[config.mk]
export PLATFORM = sky130hd
export DESIGN_NAME = ctrlport_mu_sequencer
export DESIGN_NICKNAME = d
export VERILOG_FILES = /design/src/rtl/ctrlport_mu_sequencer.sv
export SDC_FILE = /design/constraint.sdc
export NUM_CORES = 1
export LEC_CHECK = 0
export CAP_MARGIN = 10
export CORE_UTILIZATION = 50
export DETAILED_ROUTE_END_ITERATION = 8
export PLACE_DENSITY = 0.76
export SKIP_LAST_GASP = 1
export SLEW_MARGIN = 20
export SYNTH_ARGS = -nofsm -noshare
export SYNTH_HDL_FRONTEND = slang
export SYNTH_SLANG_ARGS = --single-unit
[constraint.sdc]
create_clock -name ap_clk -period 2.9 [get_ports ap_clk]
set_clock_uncertainty 0.05 [all_clocks]
set_input_delay 0.58 -clock ap_clk [delete_from_list [all_inputs] [get_ports ap_clk]]
set_output_delay 0.58 -clock ap_clk [all_outputs]
set_load 0.02 [all_outputs]
[src/rtl/ctrlport_mu_sequencer.sv]
// ctrlport_mu_sequencer
//
// CtrlPort initiator that steps the adaptive filter's mu register through a
// small table. Each step writes one table entry to REG_ADDR, optionally reads
// it back and compares, then waits dwell_cycles before the next step.
//
// Ports
//   ap_clk, ap_rst_n          clock, async active-low reset
//   start, abort              one-cycle control pulses
//   loop_en, verify_en        wrap-around enable, readback enable
//   dwell_cycles              idle cycles between steps
//   cfg_wr_en/idx/mu          table write port (usable in any state)
//   m_ctrlport_req_*          request side (wr/rd pulses, address, data)
//   m_ctrlport_resp_ack/data  response side
//   busy, done                status: not idle / sequence completed pulse
//   err_timeout/err_mismatch  sticky errors, cleared by an accepted start
//   cur_idx                   table entry currently being applied
module ctrlport_mu_sequencer #(
  parameter int          NUM_STEPS = 4,
  parameter logic [19:0] REG_ADDR  = 20'h00000,
  parameter int          TIMEOUT   = 64,
  parameter int          DWELL_W   = 16
) (
  input  logic                         ap_clk,
  input  logic                         ap_rst_n,
  input  logic                         start,
  input  logic                         abort,
  input  logic                         loop_en,
  input  logic                         verify_en,
  input  logic [DWELL_W-1:0]           dwell_cycles,
  input  logic                         cfg_wr_en,
  input  logic [$clog2(NUM_STEPS)-1:0] cfg_wr_idx,
  input  logic [31:0]                  cfg_wr_mu,
  output logic                         m_ctrlport_req_wr,
  output logic                         m_ctrlport_req_rd,
  output logic [19:0]                  m_ctrlport_req_addr,
  output logic [31:0]                  m_ctrlport_req_data,
  input  logic                         m_ctrlport_resp_ack,
  input  logic [31:0]                  m_ctrlport_resp_data,
  output logic                         busy,
  output logic                         done,
  output logic                         err_timeout,
  output logic                         err_mismatch,
  output logic [$clog2(NUM_STEPS)-1:0] cur_idx
);

  localparam int IDX_W = $clog2(NUM_STEPS);
  localparam int CNT_W = $clog2(TIMEOUT + 1);

  localparam logic [IDX_W-1:0]   IDX_ONE    = IDX_W'(1);
  localparam logic [IDX_W-1:0]   LAST_IDX   = IDX_W'(NUM_STEPS - 1);
  localparam logic [CNT_W-1:0]   CNT_ONE    = CNT_W'(1);
  localparam logic [CNT_W-1:0]   TIMEOUT_C  = CNT_W'(TIMEOUT);
  localparam logic [DWELL_W-1:0] DWELL_ONE  = DWELL_W'(1);

  localparam logic [2:0] S_IDLE  = 3'd0;
  localparam logic [2:0] S_WR    = 3'd1;
  localparam logic [2:0] S_WACK  = 3'd2;
  localparam logic [2:0] S_RD    = 3'd3;
  localparam logic [2:0] S_RACK  = 3'd4;
  localparam logic [2:0] S_DWELL = 3'd5;

  logic [2:0]         state;
  logic [IDX_W-1:0]   idx;
  logic [IDX_W-1:0]   idx_next;
  logic [CNT_W-1:0]   wait_cnt;
  logic [DWELL_W-1:0] dwell_cnt;
  logic               abort_q;
  logic [31:0]        mu_tab [NUM_STEPS];

  // The table has no reset; it is only meaningful once software fills it.
  always_ff @(posedge ap_clk) begin
    if (cfg_wr_en) begin
      mu_tab[cfg_wr_idx] <= cfg_wr_mu;
    end
  end

  // NUM_STEPS is a power of two, so the natural wrap gives modulo indexing.
  assign idx_next = idx + IDX_ONE;

  // req_data is captured on the edge that enters WR, so a later table write
  // to the same entry cannot disturb the request already in flight. The
  // captured value is also the reference for the readback compare.
  always_ff @(posedge ap_clk or negedge ap_rst_n) begin
    if (!ap_rst_n) begin
      state               <= S_IDLE;
      idx                 <= '0;
      wait_cnt            <= '0;
      dwell_cnt           <= '0;
      abort_q             <= 1'b0;
      m_ctrlport_req_data <= '0;
      done                <= 1'b0;
      err_timeout         <= 1'b0;
      err_mismatch        <= 1'b0;
    end else begin
      done <= 1'b0;
      if (abort) begin
        abort_q <= 1'b1;
      end
      case (state)
        S_IDLE: begin
          if (abort || abort_q) begin
            abort_q <= 1'b0;
          end else if (start) begin
            err_timeout         <= 1'b0;
            err_mismatch        <= 1'b0;
            idx                 <= '0;
            m_ctrlport_req_data <= mu_tab[0];
            state               <= S_WR;
          end
        end
        S_WR: begin
          wait_cnt <= CNT_ONE;
          state    <= S_WACK;
        end
        S_WACK: begin
          if (m_ctrlport_resp_ack) begin
            dwell_cnt <= dwell_cycles;
            state     <= verify_en ? S_RD : S_DWELL;
          end else if (wait_cnt == TIMEOUT_C) begin
            err_timeout <= 1'b1;
            state       <= S_IDLE;
          end else begin
            wait_cnt <= wait_cnt + CNT_ONE;
          end
        end
        S_RD: begin
          wait_cnt <= CNT_ONE;
          state    <= S_RACK;
        end
        S_RACK: begin
          if (m_ctrlport_resp_ack) begin
            if (m_ctrlport_resp_data != m_ctrlport_req_data) begin
              err_mismatch <= 1'b1;
              state        <= S_IDLE;
            end else begin
              dwell_cnt <= dwell_cycles;
              state     <= S_DWELL;
            end
          end else if (wait_cnt == TIMEOUT_C) begin
            err_timeout <= 1'b1;
            state       <= S_IDLE;
          end else begin
            wait_cnt <= wait_cnt + CNT_ONE;
          end
        end
        S_DWELL: begin
          // DWELL is the only mid-sequence point where no request is pending,
          // so a latched abort is honoured here and nowhere else.
          if (abort || abort_q) begin
            abort_q <= 1'b0;
            state   <= S_IDLE;
          end else if (dwell_cnt == '0) begin
            if (idx == LAST_IDX && !loop_en) begin
              done  <= 1'b1;
              state <= S_IDLE;
            end else begin
              idx                 <= idx_next;
              m_ctrlport_req_data <= mu_tab[idx_next];
              state               <= S_WR;
            end
          end else begin
            dwell_cnt <= dwell_cnt - DWELL_ONE;
          end
        end
        default: begin
          state <= S_IDLE;
        end
      endcase
    end
  end

  // Request strobes and address decode straight from the state so they are
  // single-cycle by construction and can never overlap.
  assign m_ctrlport_req_wr   = (state == S_WR);
  assign m_ctrlport_req_rd   = (state == S_RD);
  assign m_ctrlport_req_addr = (state == S_WR || state == S_WACK ||
                                state == S_RD || state == S_RACK) ? REG_ADDR : 20'h00000;
  assign busy                = (state != S_IDLE);
  assign cur_idx             = idx;

endmodule

==> impl_metrics.ini <==
[layout]
final_util = 0.640
syn_to_final_growth_pct = 25.3
layout.cells.most_common_list = sky130_fd_sc_hd__clkdlybuf4s50_1, sky130_fd_sc_hd__edfxtp_1, sky130_fd_sc_hd__nand2_1
share_of_final_layout_standard_cells_stronger_than_drive_strength_1 = 0.111
antenna_cells_inserted = 0
n_fill_cell = 1270
nNetsFinal = 919

[critical_path]
timing.critical_path.buf_inv = 1
cp_slowest_stage_delay_ns = 0.60
timing_worst_setup_path_type = flip-flop to output pin
crit_path_start = state[2]
setup_crit_start_kind = flip-flop
cp_data_required_time_ns = 2.27
reg2regPathDepth = 7
internal_reg_to_reg_setup_slack_ns = 0.34
critPathCaptureType = output pin
cp.depth = 3
reg_to_reg_startpoint = dwell_cnt[4]
critical_path.cell_chain = nor2_2, and2_1, clkdlybuf4s50_1
cpLargestDelayFamily = buffers and inverters
path_max_fanout = 14
reg_to_reg_end = m_ctrlport_req_data[24]
slowest_stage = sky130_fd_sc_hd__clkdlybuf4s50_1
arrival_time_of_the_worst_setup_path_ns = 2.03
endpoint = m_ctrlport_req_rd

[sta]
relSlewSlack = 0.549
final.setup.tns_ns = 0
final.min_clock_period_ns = 2.66
holdWs_ns = 0.100
timing_worst_slew_pin_value_ns = 0.676
fmax_mhz = 376
fin_crit_sh = 0.918
post-route-worst-setup-slack_ns = 0.239
final_max_slew_viol_count = 0
rsz_0062_raised_after_global_routing = false
setup_violations = 0
report.final.hold_viol_count = 0

[power]
power.static_leakage_nw = 3.86
power_density_nw_per_um2 = 828
post-layout-total-power_w = 0.00876
ir_drop_worst_case_vdd_mv = 0.697

[route]
detail-route-antenna-nets = 0
routed_via_density = 5.63
route.vias.total = 5950
detail_route.iter0.violations = 431
drt-wirelength-per-cell_um = 19.4
drt-total-wl_mm = 20.5
initial_drt_pass_iterations = 7
drc = 0

[synth]
yosys_register_bits = 192
yosysWarnings = 0
synth_sequential_area_ratio = 0.645
synthCells = 697
asyncSetResetFlopFracSynth = 0.333
postSynthAreaPerCell_um2 = 12.1
netlist-cell-type-count = 54
synth-edff-count = 128
mappedNetlistArea_um2 = 8440
postSynth.topFlopCell = sky130_fd_sc_hd__edfxtp_1

[placement]
place_congestion = 0.857
pre_cts_ws_ns = -0.00481
dp.final_hpwl_mm = 13.0
placement.io_buffers = 129

[die]
ios = 150
core_region_area_um2 = 16500
floorplan.die.height_um = 132
initial_core_util = 0.511
die_width_um = 132
die_area_um2 = 17400
placement_rows = 47

[cts]
cts_hold_buffers = 0
postCtsSetupBuffers = 0
clk-insertion-delay-late_ns = 0.43
path_clk_slew_ns = 0.07
clock-root-buffer = sky130_fd_sc_hd__clkbuf_16
cts_max_level = 4
tritoncts_clock_tree = yes
cts-root-to-sink-buffers = 2
cts-resized-gates = 0
clock_sinks = 192
cts-buffers-inserted = 17

[global_routing]
grt_start_max_net_pins = 65
grt_pass1_vias = 6034
globalRouteTotalUtil = 0.248
grt_overflow = 0
antenna_violations_before_repair = 0
wire_length_of_the_first_global_routing_pass_mm = 32.6

[flow_run]
cap_viol_max_count = 0

[worst_hold_path]
worst_hold_path_type = input pin to asynchronous set/reset pin

[run_status]
outcome = finished, final reports clean
==> state kept, by name (all words and copies together), names as in the netlist <==
register / flops
abort_q: 1
cur_idx: 2
wait_cnt: 7
mu_tab: 128
err_timeout: 1
dwell_cnt: 16
done: 1
err_mismatch: 1
m_ctrlport_req_data: 32
state: 3
==> through the flow <==
stage | area (um2) | cells
after global placement | 10000 | 1025
after detailed placement | 10000 | 1025
after CTS | 10600 | 1057
after floorplan | 8520 | 716
after global routing | 10600 | 1057
final | 10600 | 1057
==> routing by layer <==
metal  part of all wire  vias to the layer above  GRT usage  wire (um)
li1                   -                     2784          -          -
met1               0.42                     2890      0.318       8710
met2               0.48                      243      0.404       9820
met3              0.069                       33     0.0634       1410
met4              0.028                        0     0.0975        568
met5                  0                        -          0          0
==> layout make-up <==
type | instances | area, um2 | area share
Tap cell | 220 | 275 | 0.0260
Clock buffer | 22 | 444 | 0.0420
Clock inverter | 10 | 130 | 0.0123
Timing Repair Buffer | 149 | 1500 | 0.142
Inverter | 12 | 45.0 | 0.00426
Multi-Input combinational cell | 452 | 2740 | 0.259
Sequential cell | 192 | 5450 | 0.515
==> cell usage after synthesis, types with 5 or more instances <==
| master | n | area, um2 |
|---|---|---|
| sky130_fd_sc_hd__edfxtp_1 | 128 | 3840 |
| sky130_fd_sc_hd__nand2_1 | 95 | 357 |
| sky130_fd_sc_hd__o21ai_0 | 82 | 410 |
| sky130_fd_sc_hd__dfrtp_1 | 64 | 1600 |
| sky130_fd_sc_hd__o22ai_1 | 36 | 225 |
| sky130_fd_sc_hd__xor2_1 | 33 | 289 |
| sky130_fd_sc_hd__clkbuf_1 | 31 | 116 |
| sky130_fd_sc_hd__mux2_2 | 31 | 349 |
| sky130_fd_sc_hd__nor2_1 | 23 | 86.3 |
| sky130_fd_sc_hd__nand3_1 | 21 | 105 |
| sky130_fd_sc_hd__buf_4 | 20 | 150 |
| sky130_fd_sc_hd__a21oi_1 | 16 | 80.1 |
| sky130_fd_sc_hd__inv_1 | 12 | 45.0 |
| sky130_fd_sc_hd__nor3_1 | 12 | 60.1 |
| sky130_fd_sc_hd__nor4_1 | 10 | 62.6 |
| sky130_fd_sc_hd__nand4_1 | 7 | 43.8 |
| sky130_fd_sc_hd__a31oi_1 | 5 | 31.3 |
| sky130_fd_sc_hd__ha_1 | 5 | 62.6 |
==> worst register-to-register path, cell delays in order (launching register included) <==
cell and delay (ns):
sky130_fd_sc_hd__dfrtp_1 0.41, sky130_fd_sc_hd__or4_4 0.57, sky130_fd_sc_hd__nor4b_4 0.39, sky130_fd_sc_hd__nor4b_1 0.29
sky130_fd_sc_hd__buf_4 0.18, sky130_fd_sc_hd__o21ai_4 0.08, sky130_fd_sc_hd__buf_12 0.23, sky130_fd_sc_hd__o21ai_0 0.27
==> cell families (layout without fill, tap and decap cells) <==
| family | count (synthesis) | after routing | synth area share |
|---|---|---|---|
| multiplexers | 32 | 32 | 0.0425 |
| AND/OR/NAND/NOR | 191 | 191 | 0.106 |
| flip-flops | 192 | 192 | 0.645 |
| other | 1 | 20 | 0.000444 |
| buffers and inverters | 72 | 193 | 0.0433 |
| adder cells (fa/ha/maj) | 5 | 5 | 0.00741 |
| XOR/XNOR | 37 | 37 | 0.0384 |
| AO/OA/AOI/OAI | 167 | 167 | 0.117 |
==> where the power goes <==
part,leakage [nW],internal [W],switching [W]
Clock,0.277,0.00129,0.00102
Combinational,1.60,0.00118,0.00141
Sequential,1.98,0.00339,0.000477
==> worst min-delay path by stage <==
stage          slack (ns)          start  cells after the start            end
6_report             0.10       ap_rst_n                      2    err_timeout
5_1_grt              0.14       ap_rst_n                      2    wait_cnt[4]
4_1_cts              0.13       ap_rst_n                      2    wait_cnt[5]
3_5_place_dp         0.44   dwell_cnt[5]                      1   dwell_cnt[5]
3_3_place_gp         0.44  dwell_cnt[14]                      1  dwell_cnt[14]
2_1_floorplan        0.23       ap_rst_n                      0        abort_q
(Power assumes the default switching activity.)
